### src/rtl/load_store_unit.sv
// load_store_unit: word-port load/store initiator; sub-word stores use read-modify-write.
// Optional MISALIGN_TRAP_EN: misaligned half/word accesses return an error with no memory access.
`default_nettype none

module load_store_unit #(
  parameter int unsigned RD_LATENCY = 0
) (
  input  logic        clk,
  input  logic        reset,
  input  logic        req_valid,
  output logic        req_ready,
  input  logic        req_we,
  input  logic [1:0]  req_size,
  input  logic        req_signed,
  input  logic [31:0] req_addr,
  input  logic [31:0] req_wdata,
  output logic        resp_valid,
  input  logic        resp_ready,
  output logic [31:0] resp_rdata,
  output logic        resp_err,
  output logic [31:0] mem_addr,
  output logic [31:0] mem_wdata,
  output logic        mem_we,
  input  logic [31:0] mem_rdata
);

  typedef enum logic [1:0] {
    S_IDLE = 2'd0,
    S_RD   = 2'd1,
    S_WR   = 2'd2,
    S_RESP = 2'd3
  } state_t;

  localparam logic [3:0] LAT = 4'(RD_LATENCY);

  state_t      state_q;
  logic [3:0]  cnt_q;
  logic        we_q;
  logic        signed_q;
  logic [1:0]  size_q;
  logic [1:0]  lane_q;
  logic [15:0] wdata_q;
  logic        resp_valid_q;
  logic        resp_err_q;
  logic [31:0] resp_rdata_q;
  logic [31:0] mem_addr_q;
  logic [31:0] mem_wdata_q;
  logic        mem_we_q;

  logic        req_err_d;
  logic [7:0]  byte_d;
  logic [15:0] half_d;
  logic [31:0] load_d;
  logic [31:0] merge_d;

  assign req_ready  = (state_q == S_IDLE) && !reset;
  assign resp_valid = resp_valid_q;
  assign resp_err   = resp_err_q;
  assign resp_rdata = resp_rdata_q;
  assign mem_addr   = mem_addr_q;
  assign mem_wdata  = mem_wdata_q;
  assign mem_we     = mem_we_q;

  always_comb begin
    req_err_d = (req_size == 2'b11);
`ifdef MISALIGN_TRAP_EN
    if (req_size == 2'b01 && req_addr[0])
      req_err_d = 1'b1;
    if (req_size == 2'b10 && req_addr[1:0] != 2'b00)
      req_err_d = 1'b1;
`endif
  end

  // Lane extraction for loads and lane merge for sub-word stores, both from mem_rdata.
  always_comb begin
    byte_d = mem_rdata[{lane_q, 3'b000} +: 8];
    half_d = lane_q[1] ? mem_rdata[31:16] : mem_rdata[15:0];
    case (size_q)
      2'b00:   load_d = {{24{signed_q & byte_d[7]}}, byte_d};
      2'b01:   load_d = {{16{signed_q & half_d[15]}}, half_d};
      default: load_d = mem_rdata;
    endcase
    merge_d = mem_rdata;
    if (size_q == 2'b00)
      merge_d[{lane_q, 3'b000} +: 8] = wdata_q[7:0];
    else
      merge_d[{lane_q[1], 4'b0000} +: 16] = wdata_q;
  end

  always_ff @(posedge clk or posedge reset) begin
    if (reset) begin
      state_q      <= S_IDLE;
      cnt_q        <= 4'd0;
      we_q         <= 1'b0;
      signed_q     <= 1'b0;
      size_q       <= 2'b00;
      lane_q       <= 2'b00;
      wdata_q      <= 16'd0;
      resp_valid_q <= 1'b0;
      resp_err_q   <= 1'b0;
      resp_rdata_q <= 32'd0;
      mem_addr_q   <= 32'd0;
      mem_wdata_q  <= 32'd0;
      mem_we_q     <= 1'b0;
    end else begin
      mem_we_q <= 1'b0;
      case (state_q)
        S_IDLE: begin
          if (req_valid) begin
            we_q       <= req_we;
            size_q     <= req_size;
            signed_q   <= req_signed;
            lane_q     <= req_addr[1:0];
            wdata_q    <= req_wdata[15:0];
            mem_addr_q <= {req_addr[31:2], 2'b00};
            if (req_err_d) begin
              resp_valid_q <= 1'b1;
              resp_err_q   <= 1'b1;
              resp_rdata_q <= 32'd0;
              state_q      <= S_RESP;
            end else if (req_we && req_size == 2'b10) begin
              mem_wdata_q <= req_wdata;
              mem_we_q    <= 1'b1;
              state_q     <= S_WR;
            end else begin
              cnt_q   <= LAT;
              state_q <= S_RD;
            end
          end
        end
        S_RD: begin
          if (cnt_q != 4'd0) begin
            cnt_q <= cnt_q - 4'd1;
          end else if (we_q) begin
            mem_wdata_q <= merge_d;
            mem_we_q    <= 1'b1;
            state_q     <= S_WR;
          end else begin
            resp_rdata_q <= load_d;
            resp_err_q   <= 1'b0;
            resp_valid_q <= 1'b1;
            state_q      <= S_RESP;
          end
        end
        S_WR: begin
          resp_rdata_q <= 32'd0;
          resp_err_q   <= 1'b0;
          resp_valid_q <= 1'b1;
          state_q      <= S_RESP;
        end
        S_RESP: begin
          if (resp_ready) begin
            resp_valid_q <= 1'b0;
            resp_err_q   <= 1'b0;
            resp_rdata_q <= 32'd0;
            state_q      <= S_IDLE;
          end
        end
        default: state_q <= S_IDLE;
      endcase
    end
  end

endmodule

`default_nettype wire

### config.mk
export PLATFORM = sky130hd
export DESIGN_NAME = load_store_unit
export DESIGN_NICKNAME = d
export VERILOG_FILES = /design/src/rtl/load_store_unit.sv
export SDC_FILE = /design/constraint.sdc
export NUM_CORES = 1
export LEC_CHECK = 0
export BUFFER_PORTS_ARGS = -buffer_cell sky130_fd_sc_hd__buf_2
export CORE_MARGIN = 3
export CORE_UTILIZATION = 33
export DETAILED_ROUTE_END_ITERATION = 16
export GPL_ROUTABILITY_DRIVEN = 0
export GPL_TIMING_DRIVEN = 0
export MAX_ROUTING_LAYER = met4
export PLACE_DENSITY_LB_ADDON = 0.25
export SLEW_MARGIN = 20
export SYNTH_ARGS = -nofsm -noshare
export SYNTH_HDL_FRONTEND = slang
export SYNTH_SLANG_ARGS = --single-unit
### constraint.sdc
create_clock -name clk -period 7 [get_ports clk]
set_input_delay 0 -clock clk [delete_from_list [all_inputs] [get_ports clk]]
set_output_delay 0 -clock clk [all_outputs]
set_load 0.01 [all_outputs]
==> results of run 1 <==
## critical path, stage by stage (launching register included)
cell,delay [ns]
dfrtp_1,0.56
clkbuf_1,0.43
clkinv_1,0.45
ha_1,0.35
clkbuf_1,0.21
nor3b_1,0.75
clkbuf_1,0.45
nand4_1,0.16
a31oi_1,0.27
mux2_1,0.17
## state kept, by name (all words and copies together), names as in the netlist
register and flops:
mem_addr 30, we_q 1, mem_wdata 32, resp_valid 1, cnt_q 4, state_q 2
wdata_q 16, resp_rdata 32, size_q 2, mem_we 1, resp_err 1, signed_q 1
lane_q 2
## final timing paths
| path | slack [ns] | cells after the start | start | to |
|---|---|---|---|---|
| worst max-delay path | 3.15 | 9 | lane_q[0]$_DFFE_PP0P_ | mem_wdata[8]$_DFFE_PP0P_ |
| worst min-delay path | 0.03 | 3 | mem_rdata[13] | resp_rdata[13]$_DFFE_PP0P_ |
| worst max register to register | 3.15 | 9 | lane_q[0]$_DFFE_PP0P_ | mem_wdata[8]$_DFFE_PP0P_ |
| worst min register to register | 0.48 | 1 | mem_wdata[14]$_DFFE_PP0P_ | mem_wdata[14]$_DFFE_PP0P_ |
| max in group asynchronous | 6.15 | 4 | reset | mem_wdata[7]$_DFFE_PP0P_ |
| min in group asynchronous | 0.13 | 3 | reset | state_q[0]$_DFFE_PP0P_ |
## cells in the mapped netlist (all sizes together) (4+ instances only)
master,number,area share (%)
a21o,5,0.56
a21oi,19,1.4
a222oi,4,0.59
a31oi,26,2.4
a32o,10,1.5
buf,9,0.96
clkbuf,41,2.3
dfrtp,125,46
ha,11,2.0
inv,28,1.6
mux2,105,18
mux2i,15,2.2
nand2,41,2.3
nand2b,36,3.3
nand3,4,0.30
nand4,16,1.5
nor2,4,0.22
nor2b,8,0.74
nor3,4,0.30
o21ai,22,1.6
o221ai,16,2.1
o22ai,27,2.5
o2bb2ai,21,2.7
or3,4,0.37
## kinds of logic after synthesis
family / Yosys count / share of synthesized area [%]
compound gates: 157 / 16.5
simple gates: 127 / 10.2
flops: 125 / 46.3
mux: 121 / 20.1
buf+inv: 79 / 4.85
fa+ha+maj: 11 / 2.04
other cells: 1 / 0.0555
## layer usage
layer / vias to the layer above / track usage [%] / routed length (µm)
met5: - / - / 0
met3: 36 / 3.83 / 1440
li1: 2917 / - / -
met4: 0 / 7.87 / 694
met1: 3046 / 29.4 / 10600
met2: 270 / 33.4 / 10800
## where the power goes
| group | internal [W] | switching [W] | total, W |
|---|---|---|---|
| clock | 0.000528 | 0.000359 | 0.000887 |
| combinational | 0.000987 | 0.00123 | 0.00222 |
| sequential | 0.00105 | 0.000239 | 0.00129 |
## layout make-up
type / count / area [µm²] / area share, %
Sequential cell: 125 / 3130 / 32.8
Timing Repair Buffer: 284 / 1850 / 19.4
Tap cell: 265 / 332 / 3.47
Buffer: 50 / 219 / 2.29
Inverter: 29 / 116 / 1.22
Multi-Input combinational cell: 418 / 3300 / 34.6
Clock buffer: 17 / 425 / 4.46
Clock inverter: 15 / 163 / 1.70
## per-stage QoR
| step | power [W] | hold slack (ns) |
|---|---|---|
| CTS | 0.00440 | 0.0177 |
| floorplan | 0.00272 | 0.0464 |
| global route | 0.00470 | 0.0288 |
| finish | 0.00439 | 0.0277 |
| global placement | 0.00342 | 0.231 |
| detailed placement | 0.00346 | 0.0336 |
## repair_timing
| action | 4_1_cts | 5_1_grt |
|---|---|---|
| endpoints found under the hold margin | 143 | 0 |
| endpoints found under the setup margin | 0 | 0 |
| hold buffers | 82 | 0 |
==> out/metrics.cfg, run 1 <==
[run_status]
status = finished, final reports clean

[place]
post-place-cells = 1089
preCtsSetupSlack_ns = 3.30
portBuffers = 201
dp_hpwl_um = 17400
place_area_mm2 = 0.00813

[synthesis]
synth_seq_area_share_pct = 46.3
syn_area_per_cell_um2 = 10.9
synthFlopType = dfrtp_1
async_reset_ff_share_pct = 100
synth_cells = 621
ys_types = 46
syn-cell-area_mm2 = 0.00676
synth_edf_count = 0
synth-seq-cells = 125
synth_warnings = 0

[cells_and_area]
layout.cells.non_filler = 1203
syn_to_final_growth_pct = 41.2
finish.instance_area_mm2 = 0.00954
antennaDiodeCount = 0
final_layout_size_suffix_gt1_share_pct = 35.3
utilization_pct = 48.2
layout_common_cells = buf_2 (202), dfrtp_1 (125), mux2_2 (85)
layout.nets = 1040
final.fill_count = 1862
mostFrequentLayoutCell = buf_2

[cts]
clockBufferDepth = 2
postCtsResizedCells = 0
post-cts-setup-buffers = 0
h-tree-depth = 4
cts.clk_slew.worst_paths_ns = 0.07
cts-root-buf = clkbuf_16
clk-insertion-delay-late_ns = 0.42
cts.sinks = 125
cts_tree = yes
cts_made_buffers = 17

[sta]
slew-limit-headroom_pct = 43.4
post-route-min-period_ns = 3.85
fin_ws_ns = 3.15
max_freq_mhz = 260
finalSetupViolCount = 0
worst_pin_slew_ns = 0.848
hold_viol_final = 0
drv_slew = 0
skew_ns = 0.0128
fin_crit_sh_pct = 55.0
rsz0062_at_grt = no
fin_tns_setup_ns = 0

[setup_path]
cp.arrival_ns = 4.21
critical_path_class = reg -> reg
worstSetupStartpointType = register
cp-end-kind = register
critPathRequiredTime_ns = 7.36
cp_max_fo = 11

[power_and_ir_drop]
peakVddDrop_mv = 0.227
power_density_mw_per_mm2 = 460
leakage_nw = 4.29

[detailed_routing]
vias = 6269
drc = 0
drt-wirelength-per-cell_um = 19.5
vias_per_cell = 5.21
dr.pass1.iters = 8
drtIter0Drc = 455
wirelength_um = 23500
ant_nets = 0

[job]
maxCapViolCount = 0

[floorplan]
rows = 51
core_region_area_mm2 = 0.0198
fp.dieH_um = 149
initial_core_util_pct = 34.2
die_w_um = 149
pin_count = 204
die_area_mm2 = 0.0222

[global_routing]
grt_max_degree = 81
antenna_found_initial = 0
grt_usage_pct = 21.9
grt_overflow = 0
grt_pass1_vias = 6482
grt_pass1_wl_um = 36400

[min_path]
hp-class = in -> reg

(Power assumes the default switching activity.)
==> run 2: changes to the inputs <==
--- a/config.mk
+++ b/config.mk
@@ -5,6 +5,7 @@
 export SDC_FILE = /design/constraint.sdc
 export NUM_CORES = 1
 export LEC_CHECK = 0
+export ABC_AREA = 1
 export BUFFER_PORTS_ARGS = -buffer_cell sky130_fd_sc_hd__buf_2
 export CORE_MARGIN = 3
 export CORE_UTILIZATION = 33
==> constraint.sdc (replaced) <==
create_clock -name clk -period 3.7 [get_ports clk]
set_input_delay 0 -clock clk [delete_from_list [all_inputs] [get_ports clk]]
set_output_delay 0 -clock clk [all_outputs]
set_load 0.01 [all_outputs]
==> run 2 against run 1 <==
Clock-buffer cell count grew 1; non-clock buffer count decreased by 5; area after synthesis rose by 8.5%; critical endpoint is now mem_wdata[31]$_DFFE_PP0P_; largest cell class unchanged.
==> out/metrics.cfg, run 2 <==
[sta]
hold_viol_final = 0
rsz0062_at_grt = no
post-route-min-period_ns = 2.88
fin_tns_setup_ns = 0
skew_ns = 0.00957
worst_pin_slew_ns = 0.913
drv_slew = 0
max_freq_mhz = 347
slew-limit-headroom_pct = 38.7
fin_crit_sh_pct = 77.9
fin_ws_ns = 0.816
finalSetupViolCount = 0

[synthesis]
synth_common_cells = nand2_1 (464), dfrtp_1 (125), nand3_1 (61), nor2_1 (55), mux2_2 (48)
ys_types = 35
synth_warnings = 0
yosysTopAreaCellShare_pct = 42.7
synth_top_family_by_area = simple AND/OR/NAND/NOR gates
syn-cell-area_mm2 = 0.00733
syn_area_per_cell_um2 = 7.45
async_reset_ff_share_pct = 100
synth-seq-cells = 125
synthFlopType = dfrtp_1
synthXorXnorAreaFrac_pct = 0.119
synth_compound_area_share_pct = 6.23
synthAdderAreaFrac_pct = 1.88
synth_most_common_cell = nand2_1
synthMuxAreaShare_pct = 7.37
synth_cells = 984
synthSimpleGateAreaFrac_pct = 34.9
yosysTopAreaCell = dfrtp_1
synth.area.top_cells = dfrtp_1 (43%), nand2_1 (24%), mux2_2 (7.4%), nand3_1 (4.2%), nor2_1 (2.8%)
synth_edf_count = 0
synth_seq_area_share_pct = 42.7

[cells_and_area]
utilization_pct = 46.8
syn_to_final_growth_pct = 36.9
layout.nets = 1395
layout_common_cells = nand2_1 (464), buf_2 (224), dfrtp_1 (125)
final_layout_size_suffix_gt1_share_pct = 27.3
mostFrequentLayoutCell = nand2_1
final.fill_count = 2182

[detailed_routing]
wirelength_um = 25200
ant_nets = 0
drtIter0Drc = 568
vias = 7532
vias_per_cell = 4.79
drc = 0
dr.pass1.iters = 5
drt-wirelength-per-cell_um = 16.0

[power_and_ir_drop]
switching_share_pct = 46.3
combPwrFrac_pct = 54.1
clkPwrFrac_pct = 18.5
power_density_mw_per_mm2 = 877
pwr-share-seq_pct = 27.4
leakage_nw = 5.43
internal_power_w = 0.00473
power.switching_w = 0.00407
peakVddDrop_mv = 0.415

[cts]
clockBufferDepth = 2
cts.sinks = 125
cts.clk_slew.worst_paths_ns = 0.06
clk-insertion-delay-late_ns = 0.43
hold_buffers = 74
cts_made_buffers = 17
h-tree-depth = 4
cts_tree = yes
post-cts-setup-buffers = 0
postCtsResizedCells = 0
cts-root-buf = clkbuf_16

[setup_path]
cp_max_fo = 12
startpoint = lane_q[1]$_DFFE_PP0P_
rr_startpoint = lane_q[1]$_DFFE_PP0P_
critPathRequiredTime_ns = 4.07
cpMaxStageDelayCell = nor3_1
cp.arrival_ns = 3.25
cp_slowest_stage_delay_ns = 0.75
cp-end-kind = register
critical_path_class = reg -> reg
crit_chain = inv_1 -> buf_2 -> buf_2 -> ha_1 -> nor3_1 -> nand2_1 -> nand2_1 -> nand3_1 -> nand2_1 -> nand2_1 -> nand2_1
cpMostUsedCell = nand2_1
worstSetupStartpointType = register

[global_routing]
antenna_found_initial = 4
grt_overflow = 0
grt_max_degree = 64
grt_pass1_wl_um = 39800
grt_pass1_vias = 7359
grt_usage_pct = 21.7

[place]
preCtsSetupSlack_ns = 0.907
portBuffers = 201
dp_hpwl_um = 18800

[min_path]
holdCritStartpoint = mem_rdata[27]
hp-class = in -> reg

[job]
maxCapViolCount = 0

[floorplan]
initial_core_util_pct = 34.2
fp.dieH_um = 155
pin_count = 204
die_w_um = 155
die_area_mm2 = 0.0240
core_region_area_mm2 = 0.0214
rows = 53

[run_status]
status = finished, final reports clean

[run 2: cell count changes in the layout (fill, tap and decap cells not counted), sizes merged, moves of 30 or more]
| cell | before | now |
|---|---|---|
| mux2 | 105 | 48 |
| nand2 | 41 | 469 |
| nor2 | 4 | 59 |
| nand2b | 36 | 0 |
| nand3 | 4 | 72 |
| buf | 211 | 241 |
[run 2: stage by stage]
step           cell area, µm²  hold WS [ns]  instances  total power (W)
6_report                10000        0.0104       1572          0.00880
2_1_floorplan            7330        0.0475        985          0.00558
3_3_place_gp             8680         0.232       1461          0.00705
5_1_grt                 10000        0.0210       1572          0.00957
4_1_cts                 10000       0.00233       1568          0.00885
3_5_place_dp             8720        0.0743       1462          0.00713
[run 2: cell type report]
class | instances | area [µm²] | area share (%)
Antenna cell | 4 | 10.0 | 0.0998
Buffer | 53 | 318 | 3.17
Clock buffer | 18 | 429 | 4.28
Clock inverter | 14 | 134 | 1.33
Inverter | 48 | 190 | 1.90
Multi-Input combinational cell | 759 | 3710 | 36.9
Sequential cell | 125 | 3130 | 31.2
Tap cell | 275 | 344 | 3.43
Timing Repair Buffer | 276 | 1770 | 17.7
[run 2: worst max-delay path, delay by kind of cell (launching register included)]
kind	cells	cell delay, ns
adder cells (fa/ha/maj)	1	0.30
buffers and inverters	3	0.69
flip-flops	1	0.48
AND/OR/NAND/NOR	7	1.35
[run 2: cell families after synthesis]
family | count (synthesis)
and+or+nand+nor | 614
buffers and inverters | 101
DFF | 125
AOI/OAI and AO/OA | 83
muxes | 48
adders and majority gates | 11
xor gates and xnor gates | 1
other | 1
[run 2: path summary, 6_finish.rpt]
kind                                                   end  slack [ns]  depth (start not counted)
worst max-delay path             mem_wdata[31]$_DFFE_PP0P_        0.82                         11
worst min-delay path            resp_rdata[27]$_DFFE_PP0P_        0.01                          5
worst max register to register   mem_wdata[31]$_DFFE_PP0P_        0.82                         11
worst min register to register   resp_rdata[4]$_DFFE_PP0P_        0.47                          2
max in group asynchronous        mem_wdata[15]$_DFFE_PP0P_        2.88                          4
min in group asynchronous         mem_addr[31]$_DFFE_PP0P_        0.14                          3
[run 2: metal layers]
layer / track usage, % / vias to the layer above / part of all wire [%] / wire (µm)
met2: 33.6 / 290 / 46 / 11700
met4: 6.18 / 0 / 1.9 / 470
li1: - / 3730 / - / -
met3: 4.39 / 33 / 6.8 / 1710
met5: - / - / 0 / 0
met1: 29.1 / 3479 / 45 / 11300
[run 2: power groups by stage]
stage               Combinational (W)  Clock (W)  Sequential (W)
global placement              0.00464          0         0.00241
global route                  0.00533    0.00174         0.00250
detailed placement            0.00470          0         0.00243
CTS                           0.00478    0.00166         0.00241
floorplan                     0.00298          0         0.00260
finish                        0.00476    0.00163         0.00241
